[config.mk]
export PLATFORM = sky130hd
export DESIGN_NAME = ex_stage_pipe_flat
export DESIGN_NICKNAME = d
export VERILOG_FILES = /design/src/rtl/ex_stage_pipe_if.sv /design/src/rtl/ex_stage_pipe.sv /design/src/flat_wrapper.sv
export SDC_FILE = /design/constraint.sdc
export NUM_CORES = 2
export LEC_CHECK = 0
export ABC_AREA = 1
export CORE_ASPECT_RATIO = 1.4
export CORE_MARGIN = 2
export CORE_UTILIZATION = 55
export CTS_CLUSTER_DIAMETER = 60
export DETAILED_ROUTE_END_ITERATION = 6
export PLACE_DENSITY_LB_ADDON = 0.2
export SLEW_MARGIN = 20
export SYNTH_ARGS = -nofsm -noshare
export SYNTH_HDL_FRONTEND = slang
export SYNTH_SLANG_ARGS = --single-unit
[constraint.sdc]
create_clock -name clk -period 9.9 [get_ports clk]
set_clock_uncertainty 0.15 [all_clocks]
set_input_delay 1.98 -clock clk [delete_from_list [all_inputs] [get_ports clk]]
set_output_delay 1.98 -clock clk [all_outputs]
set_load 0.05 [all_outputs]
[src/rtl/ex_stage_pipe_if.sv]
// Execute-stage bundle: upstream operation, flush, downstream result and both handshakes.
interface ex_stage_pipe_if #(
  parameter int XLEN = 32,
  parameter int IRW  = 32
);
  logic            in_valid;
  logic            in_ready;
  logic [IRW-1:0]  ir_i;
  logic [XLEN-1:0] npc_i;
  logic [XLEN-1:0] a_i;
  logic [XLEN-1:0] b_i;
  logic [XLEN-1:0] imm_i;
  logic [2:0]      alu_op;
  logic            is_branch;
  logic            use_imm;
  logic            flush;
  logic            out_valid;
  logic            out_ready;
  logic [XLEN-1:0] alu_o;
  logic            zf_o;
  logic            of_o;
  logic            cond_o;
  logic [XLEN-1:0] b_o;
  logic [IRW-1:0]  ir_o;

  modport master (
    output in_valid, ir_i, npc_i, a_i, b_i, imm_i, alu_op, is_branch, use_imm, flush, out_ready,
    input  in_ready, out_valid, alu_o, zf_o, of_o, cond_o, b_o, ir_o
  );

  modport slave (
    input  in_valid, ir_i, npc_i, a_i, b_i, imm_i, alu_op, is_branch, use_imm, flush, out_ready,
    output in_ready, out_valid, alu_o, zf_o, of_o, cond_o, b_o, ir_o
  );
endinterface

[src/rtl/ex_stage_pipe.sv]
// Execute stage: ALU result 1 cycle after accept, MUL after MUL_LAT cycles.
// Single result register; accepts only when empty or when the held result drains this cycle.
module ex_stage_pipe #(
  parameter int XLEN    = 32,
  parameter int MUL_LAT = 4,
  parameter int IRW     = 32
) (
  input  logic         clk,
  input  logic         rst,
  ex_stage_pipe_if.slave bus
);
  typedef enum logic [1:0] {EMPTY, BUSY, FULL} state_t;

  localparam int            CW       = (MUL_LAT > 2) ? $clog2(MUL_LAT) : 1;
  localparam logic [CW-1:0] CNT_INIT = CW'(MUL_LAT - 2);

  state_t          state_q, state_d;
  logic [CW-1:0]   cnt_q;
  logic            in_ready_c, out_valid_c;
  logic            accept, is_mul, mul_done;
  logic [XLEN-1:0] op_a, op_b, sum, diff, res, mul_lo;
  logic [XLEN-1:0] op_a_q, op_b_q;
  logic            res_of, slt;
  logic [XLEN-1:0] alu_q, b_q;
  logic [IRW-1:0]  ir_q;
  logic            zf_q, of_q, cond_q;

  assign is_mul   = (bus.alu_op == 3'd6);
  assign accept   = bus.in_valid && in_ready_c;
  assign mul_done = (state_q == BUSY) && (cnt_q == '0);

  always_ff @(posedge clk) begin
    if (rst) state_q <= EMPTY;
    else     state_q <= state_d;
  end

  always_comb begin
    state_d = state_q;
    if (bus.flush) begin
      state_d = EMPTY;
    end else begin
      case (state_q)
        EMPTY:   if (accept) state_d = is_mul ? BUSY : FULL;
        BUSY:    if (cnt_q == '0) state_d = FULL;
        FULL: begin
          if (accept)             state_d = is_mul ? BUSY : FULL;
          else if (bus.out_ready) state_d = EMPTY;
        end
        default: state_d = EMPTY;
      endcase
    end
  end

  always_comb begin
    in_ready_c  = 1'b0;
    out_valid_c = 1'b0;
    case (state_q)
      EMPTY:   in_ready_c = 1'b1;
      FULL: begin
        out_valid_c = 1'b1;
        in_ready_c  = bus.out_ready;
      end
      default: ;
    endcase
    if (rst || bus.flush) in_ready_c = 1'b0;
  end

  // Counter reaches zero in the last BUSY cycle; the result lands on the following edge.
  always_ff @(posedge clk) begin
    if (rst || bus.flush)          cnt_q <= '0;
    else if (accept && is_mul)     cnt_q <= CNT_INIT;
    else if (state_q == BUSY && cnt_q != '0) cnt_q <= cnt_q - 1'b1;
  end

  assign op_a = bus.is_branch ? bus.npc_i : bus.a_i;
  assign op_b = bus.is_branch ? (bus.imm_i << 2) : (bus.use_imm ? bus.imm_i : bus.b_i);
  assign sum  = op_a + op_b;
  assign diff = op_a - op_b;
  assign slt  = $signed(op_a) < $signed(op_b);
  assign mul_lo = op_a_q * op_b_q;

  always_comb begin
    res    = '0;
    res_of = 1'b0;
    case (bus.alu_op)
      3'd0: begin
        res    = sum;
        res_of = (op_a[XLEN-1] == op_b[XLEN-1]) && (sum[XLEN-1] != op_a[XLEN-1]);
      end
      3'd1: begin
        res    = diff;
        res_of = (op_a[XLEN-1] != op_b[XLEN-1]) && (diff[XLEN-1] != op_a[XLEN-1]);
      end
      3'd2:    res = op_a & op_b;
      3'd3:    res = op_a | op_b;
      3'd4:    res = op_a ^ op_b;
      3'd5:    res = {{(XLEN-1){1'b0}}, slt};
      default: res = '0;
    endcase
  end

  // MUL operands are parked at accept and multiplied when the countdown expires.
  always_ff @(posedge clk) begin
    if (rst) begin
      alu_q  <= '0;
      b_q    <= '0;
      ir_q   <= '0;
      zf_q   <= 1'b0;
      of_q   <= 1'b0;
      cond_q <= 1'b0;
      op_a_q <= '0;
      op_b_q <= '0;
    end else if (accept) begin
      alu_q  <= res;
      zf_q   <= (res == '0);
      of_q   <= res_of;
      cond_q <= (bus.a_i == '0);
      b_q    <= bus.b_i;
      ir_q   <= bus.ir_i;
      op_a_q <= op_a;
      op_b_q <= op_b;
    end else if (mul_done && !bus.flush) begin
      alu_q <= mul_lo;
      zf_q  <= (mul_lo == '0);
      of_q  <= 1'b0;
    end
  end

  assign bus.in_ready  = in_ready_c;
  assign bus.out_valid = out_valid_c;
  assign bus.alu_o     = alu_q;
  assign bus.zf_o      = zf_q;
  assign bus.of_o      = of_q;
  assign bus.cond_o    = cond_q;
  assign bus.b_o       = b_q;
  assign bus.ir_o      = ir_q;
endmodule

[src/flat_wrapper.sv]
// flat-port wrapper written by rule: the top's interface ports become plain ports
module ex_stage_pipe_flat 
#(
  parameter int XLEN    = 32,
  parameter int MUL_LAT = 4,
  parameter int IRW     = 32
)
  (clk, rst, bus_in_valid, bus_ir_i, bus_npc_i, bus_a_i, bus_b_i, bus_imm_i, bus_alu_op, bus_is_branch, bus_use_imm, bus_flush, bus_out_ready, bus_in_ready, bus_out_valid, bus_alu_o, bus_zf_o, bus_of_o, bus_cond_o, bus_b_o, bus_ir_o);
  ex_stage_pipe_if #(.XLEN(XLEN), .IRW(IRW)) bus_i ();
  input  logic clk;
  input  logic rst;
  input wire logic [$bits(bus_i.in_valid)-1:0] bus_in_valid;
  input wire logic [$bits(bus_i.ir_i)-1:0] bus_ir_i;
  input wire logic [$bits(bus_i.npc_i)-1:0] bus_npc_i;
  input wire logic [$bits(bus_i.a_i)-1:0] bus_a_i;
  input wire logic [$bits(bus_i.b_i)-1:0] bus_b_i;
  input wire logic [$bits(bus_i.imm_i)-1:0] bus_imm_i;
  input wire logic [$bits(bus_i.alu_op)-1:0] bus_alu_op;
  input wire logic [$bits(bus_i.is_branch)-1:0] bus_is_branch;
  input wire logic [$bits(bus_i.use_imm)-1:0] bus_use_imm;
  input wire logic [$bits(bus_i.flush)-1:0] bus_flush;
  input wire logic [$bits(bus_i.out_ready)-1:0] bus_out_ready;
  output wire logic [$bits(bus_i.in_ready)-1:0] bus_in_ready;
  output wire logic [$bits(bus_i.out_valid)-1:0] bus_out_valid;
  output wire logic [$bits(bus_i.alu_o)-1:0] bus_alu_o;
  output wire logic [$bits(bus_i.zf_o)-1:0] bus_zf_o;
  output wire logic [$bits(bus_i.of_o)-1:0] bus_of_o;
  output wire logic [$bits(bus_i.cond_o)-1:0] bus_cond_o;
  output wire logic [$bits(bus_i.b_o)-1:0] bus_b_o;
  output wire logic [$bits(bus_i.ir_o)-1:0] bus_ir_o;
  assign bus_i.in_valid = bus_in_valid;
  assign bus_i.ir_i = bus_ir_i;
  assign bus_i.npc_i = bus_npc_i;
  assign bus_i.a_i = bus_a_i;
  assign bus_i.b_i = bus_b_i;
  assign bus_i.imm_i = bus_imm_i;
  assign bus_i.alu_op = bus_alu_op;
  assign bus_i.is_branch = bus_is_branch;
  assign bus_i.use_imm = bus_use_imm;
  assign bus_i.flush = bus_flush;
  assign bus_i.out_ready = bus_out_ready;
  assign bus_in_ready = bus_i.in_ready;
  assign bus_out_valid = bus_i.out_valid;
  assign bus_alu_o = bus_i.alu_o;
  assign bus_zf_o = bus_i.zf_o;
  assign bus_of_o = bus_i.of_o;
  assign bus_cond_o = bus_i.cond_o;
  assign bus_b_o = bus_i.b_o;
  assign bus_ir_o = bus_i.ir_o;
  ex_stage_pipe #(.XLEN(XLEN), .MUL_LAT(MUL_LAT), .IRW(IRW)) u_core (.clk(clk), .rst(rst), .bus(bus_i));
endmodule
==> results.py <==
metrics = {
    "status": {
        "status": "finished, violations left",
        "violations": "DRC",
    },
    "place": {
        "globalplace.congestion": 1.08,
        "place_hpwl_um": 95900,
        "io_buffers": 270,
    },
    "clocking": {
        "post_cts_resize_count": 0,
        "cts_buffer_depth": 2,
        "hold_buffers": 0,
        "cts_tree": "done",
        "htree_num_levels": 4,
        "clock-root-buffer": "clkbuf_16",
        "cts-buffers-inserted": 17,
        "cts.sinks": 167,
        "clk_pin_slew_ns": 0.07,
        "post_cts_buffers": 0,
        "worstSkewPairLatency_ns": 0.46,
    },
    "grt": {
        "antenna_found_initial": 3,
        "grt_pass1_vias": 29611,
        "grt_pass1_wl_um": 172000,
        "grt_overflow_total": 0,
        "grt_max_degree": 114,
        "grt_use_total_pct": 39.9,
    },
    "die": {
        "start_util_pct": 55.6,
        "num_io_pins": 271,
        "die_x_um": 204,
        "dieHeight_um": 284,
        "rows": 102,
        "dieArea_um2": 57800,
        "core_um2": 55300,
    },
    "layout": {
        "nets": 5514,
        "drive_gt1_share_pct": 3.96,
        "area_delta_synth_final_pct": 11.6,
    },
    "setup_path": {
        "worstReg2RegStart": "u_core.op_b_q[10]$_SDFFE_PP0P_",
        "regToRegEndpoint": "u_core.bus.zf_o$_SDFFE_PP0P_",
        "path_max_fanout": 23,
        "cp_data_arrival_time_ns": 8.06,
        "worstSetupPathType": "reg -> reg",
        "setup.worst_path.start": "u_core.op_b_q[10]$_SDFFE_PP0P_",
        "rrSetupSlack_ns": 2.08,
        "ff2ff_path_depth": 24,
        "cp-start-kind": "flip-flop",
        "cp.required_ns": 10.14,
        "cp-endpoint": "u_core.bus.zf_o$_SDFFE_PP0P_",
        "end_kind": "flip-flop",
    },
    "drt": {
        "vias_per_cell": 5.51,
        "drc": 2,
        "ant_nets": 0,
        "wl_per_cell_um": 21.1,
        "first_iter_violations": 2376,
        "dr.pass1.iters": 7,
        "via_count": 30079,
        "drt_wl_total_um": 115000,
    },
    "hold_path": {
        "hp-class": "reg -> reg",
        "hold_path_depth": 2,
    },
    "logic_synthesis": {
        "syn_nets": 5405,
        "postSynthAreaPerCell_um2": 6.67,
        "ys_ff_latch": 167,
        "syn-instance-count": 4605,
        "synth_area_um2": 30700,
        "synth_edf_count": 0,
        "yosys_warnings": 0,
        "ys.flop_type": "dfxtp_1",
        "yosysSeqAreaShare_pct": 10.9,
        "synthArstFlopShare_pct": 0,
        "ys_types": 49,
    },
    "sta": {
        "fmax_ghz": 0.128,
        "rsz0062_at_grt": "false",
        "finalHoldViolations": 0,
        "tightest_slew_ns": 1.18,
        "finalMaxSlewViolations": 0,
        "finalCriticalPeriod_ns": 7.82,
        "setup_viol_count_final": 0,
        "period_share_pct": 79.0,
        "setup_tns_ns": 0,
        "slew-limit-headroom_pct": 20.4,
    },
    "power": {
        "internal-power_mw": 1.49,
        "p_sw_mw": 1.35,
        "switching_share_pct": 47.6,
        "seqPwrFrac_pct": 27.3,
        "combinationalPowerShare_pct": 48.9,
        "power.density_nw_per_um2": 82.9,
        "vdd_ir_drop_max_uv": 125,
        "power_frac_clock_pct": 23.7,
        "total_leakage_power_nw": 19.1,
        "power_mw": 2.84,
    },
    "flow_run": {
        "drv_cap": 0,
    },
}
==> final cells by class <==
class,count,area (um^2)
Multi-Input combinational cell,3121,22300
Tap cell,728,911
Clock buffer,19,443
Timing Repair Buffer,313,3020
Antenna cell,3,7.51
Sequential cell,167,3350
Inverter,1094,4110
Fill cell,5311,21000
Clock inverter,13,149
==> cell usage in the layout (no fill, tap or decap), types with 13 or more instances in the layout <==
| cell | count |
|---|---|
| ha_1 | 220 |
| nand2_1 | 1189 |
| o21bai_1 | 13 |
| a211oi_1 | 16 |
| o21ai_0 | 235 |
| a31oi_1 | 29 |
| or2_2 | 43 |
| nand4_1 | 50 |
| nor3_1 | 23 |
| nand3_1 | 218 |
| o22ai_1 | 23 |
| buf_4 | 43 |
| inv_1 | 1083 |
| nand2_2 | 23 |
| xor2_1 | 19 |
| fa_1 | 410 |
| nor2_1 | 311 |
| xnor2_1 | 17 |
| dfxtp_1 | 165 |
| clkdlybuf4s50_1 | 268 |
| a21oi_1 | 167 |
| clkbuf_16 | 17 |
| o211ai_1 | 36 |
==> power groups by stage <==
stage                     clock [mW]  combinational (mW)  sequential, mW
final                          0.675                1.39           0.777
after global routing           0.707                1.49           0.781
after CTS                      0.680                1.36           0.774
after detailed placement           0                1.35           0.789
after global placement             0                1.35           0.788
after floorplan                    0               0.821           0.800
==> state kept, by name, summed over array words and instances (netlist names) <==
signal / cells
u_core.bus.cond_o: 1
u_core.bus.b_o: 32
u_core.cnt_q: 2
u_core.op_b_q: 32
u_core.bus.ir_o: 32
u_core.bus.alu_o: 32
u_core.bus.of_o: 1
u_core.state_q: 2
u_core.bus.zf_o: 1
u_core.op_a_q: 32
==> critical path, stage by stage (launching register included) <==
cell     delay (ns)
dfxtp_1        1.06
nand2_1        0.16
fa_1           0.52
fa_1           0.53
fa_1           0.51
fa_1           0.51
inv_1          0.06
fa_1           0.64
fa_1           0.46
fa_1           0.51
fa_1           0.42
ha_1           0.53
nand2_1        0.11
nor2_1         0.31
inv_1          0.07
nor2_1         0.14
nand4_1        0.11
nand3_1        0.14
xnor2_1        0.16
nand3_1        0.10
nor2_1         0.10
nand3_1        0.11
nor2_1         0.11
nand4_1        0.09
a21oi_1        0.14
==> worst min path at each step <==
stage          slack [ns]                               end                        startpoint
3_5_place_dp         0.31  u_core.bus.alu_o[9]$_SDFFE_PP0P_  u_core.bus.alu_o[9]$_SDFFE_PP0P_
5_1_grt              0.34  u_core.bus.alu_o[9]$_SDFFE_PP0P_  u_core.bus.alu_o[9]$_SDFFE_PP0P_
3_3_place_gp         0.31  u_core.bus.alu_o[9]$_SDFFE_PP0P_  u_core.bus.alu_o[9]$_SDFFE_PP0P_
2_1_floorplan        0.33    u_core.op_a_q[21]$_SDFFE_PP0P_    u_core.op_a_q[21]$_SDFFE_PP0P_
4_1_cts              0.32  u_core.bus.alu_o[9]$_SDFFE_PP0P_  u_core.bus.alu_o[9]$_SDFFE_PP0P_
6_report             0.32  u_core.bus.alu_o[9]$_SDFFE_PP0P_  u_core.bus.alu_o[9]$_SDFFE_PP0P_
==> per-layer routing <==
metal	vias up	share of wire, %	track usage [%]
li1	14040	-	-
met1	14342	34	42.6
met2	1283	49	69.4
met3	410	6.5	5.94
met4	4	9.8	32.6
met5	-	0.022	0
==> cell usage after synthesis, drive strengths merged (6+ instances only) <==
library cell,instances,share of area [%]
a211oi,16,0.39
o221ai,7,0.20
fa,410,27
clkbuf,143,1.8
xnor2,17,0.48
nand4,50,1.0
nand3,225,3.8
o21bai,13,0.32
nor3,28,0.56
or2,44,0.90
o21ai,243,4.0
o211ai,36,0.88
nor2,325,4.1
ha,220,9.0
xor2,19,0.54
inv,1090,13
a21oi,172,2.9
nand2,1213,15
buf,79,1.4
dfxtp,167,11
nand3b,6,0.15
a31oi,29,0.59
nor4,12,0.24
o22ai,23,0.47
==> per-stage QoR <==
stage	instances	cell area, um^2	utilization [%]	setup slack [ns]	hold WS [ns]
3_5_place_dp	5423	33700	60.9	2.16	0.309
5_1_grt	5456	34300	62.0	1.75	0.341
3_3_place_gp	5423	33700	60.9	2.23	0.306
2_1_floorplan	4605	30700	-	3.06	0.333
4_1_cts	5455	34300	62.0	2.16	0.321
6_report	5458	34300	62.0	2.08	0.320
==> logic make-up (layout without fill, tap and decap cells) <==
logic type	after synthesis	after routing	share of synthesized area [%]
and+or+nand+nor	1904	1904	25.8
buffers and inverters	1317	1439	16.6
adders and majority gates	630	630	35.7
AOI/OAI and AO/OA	551	551	10.0
DFF	167	167	10.9
xor gates and xnor gates	36	36	1.03
other	0	3	0
(Power assumes the default switching activity.)
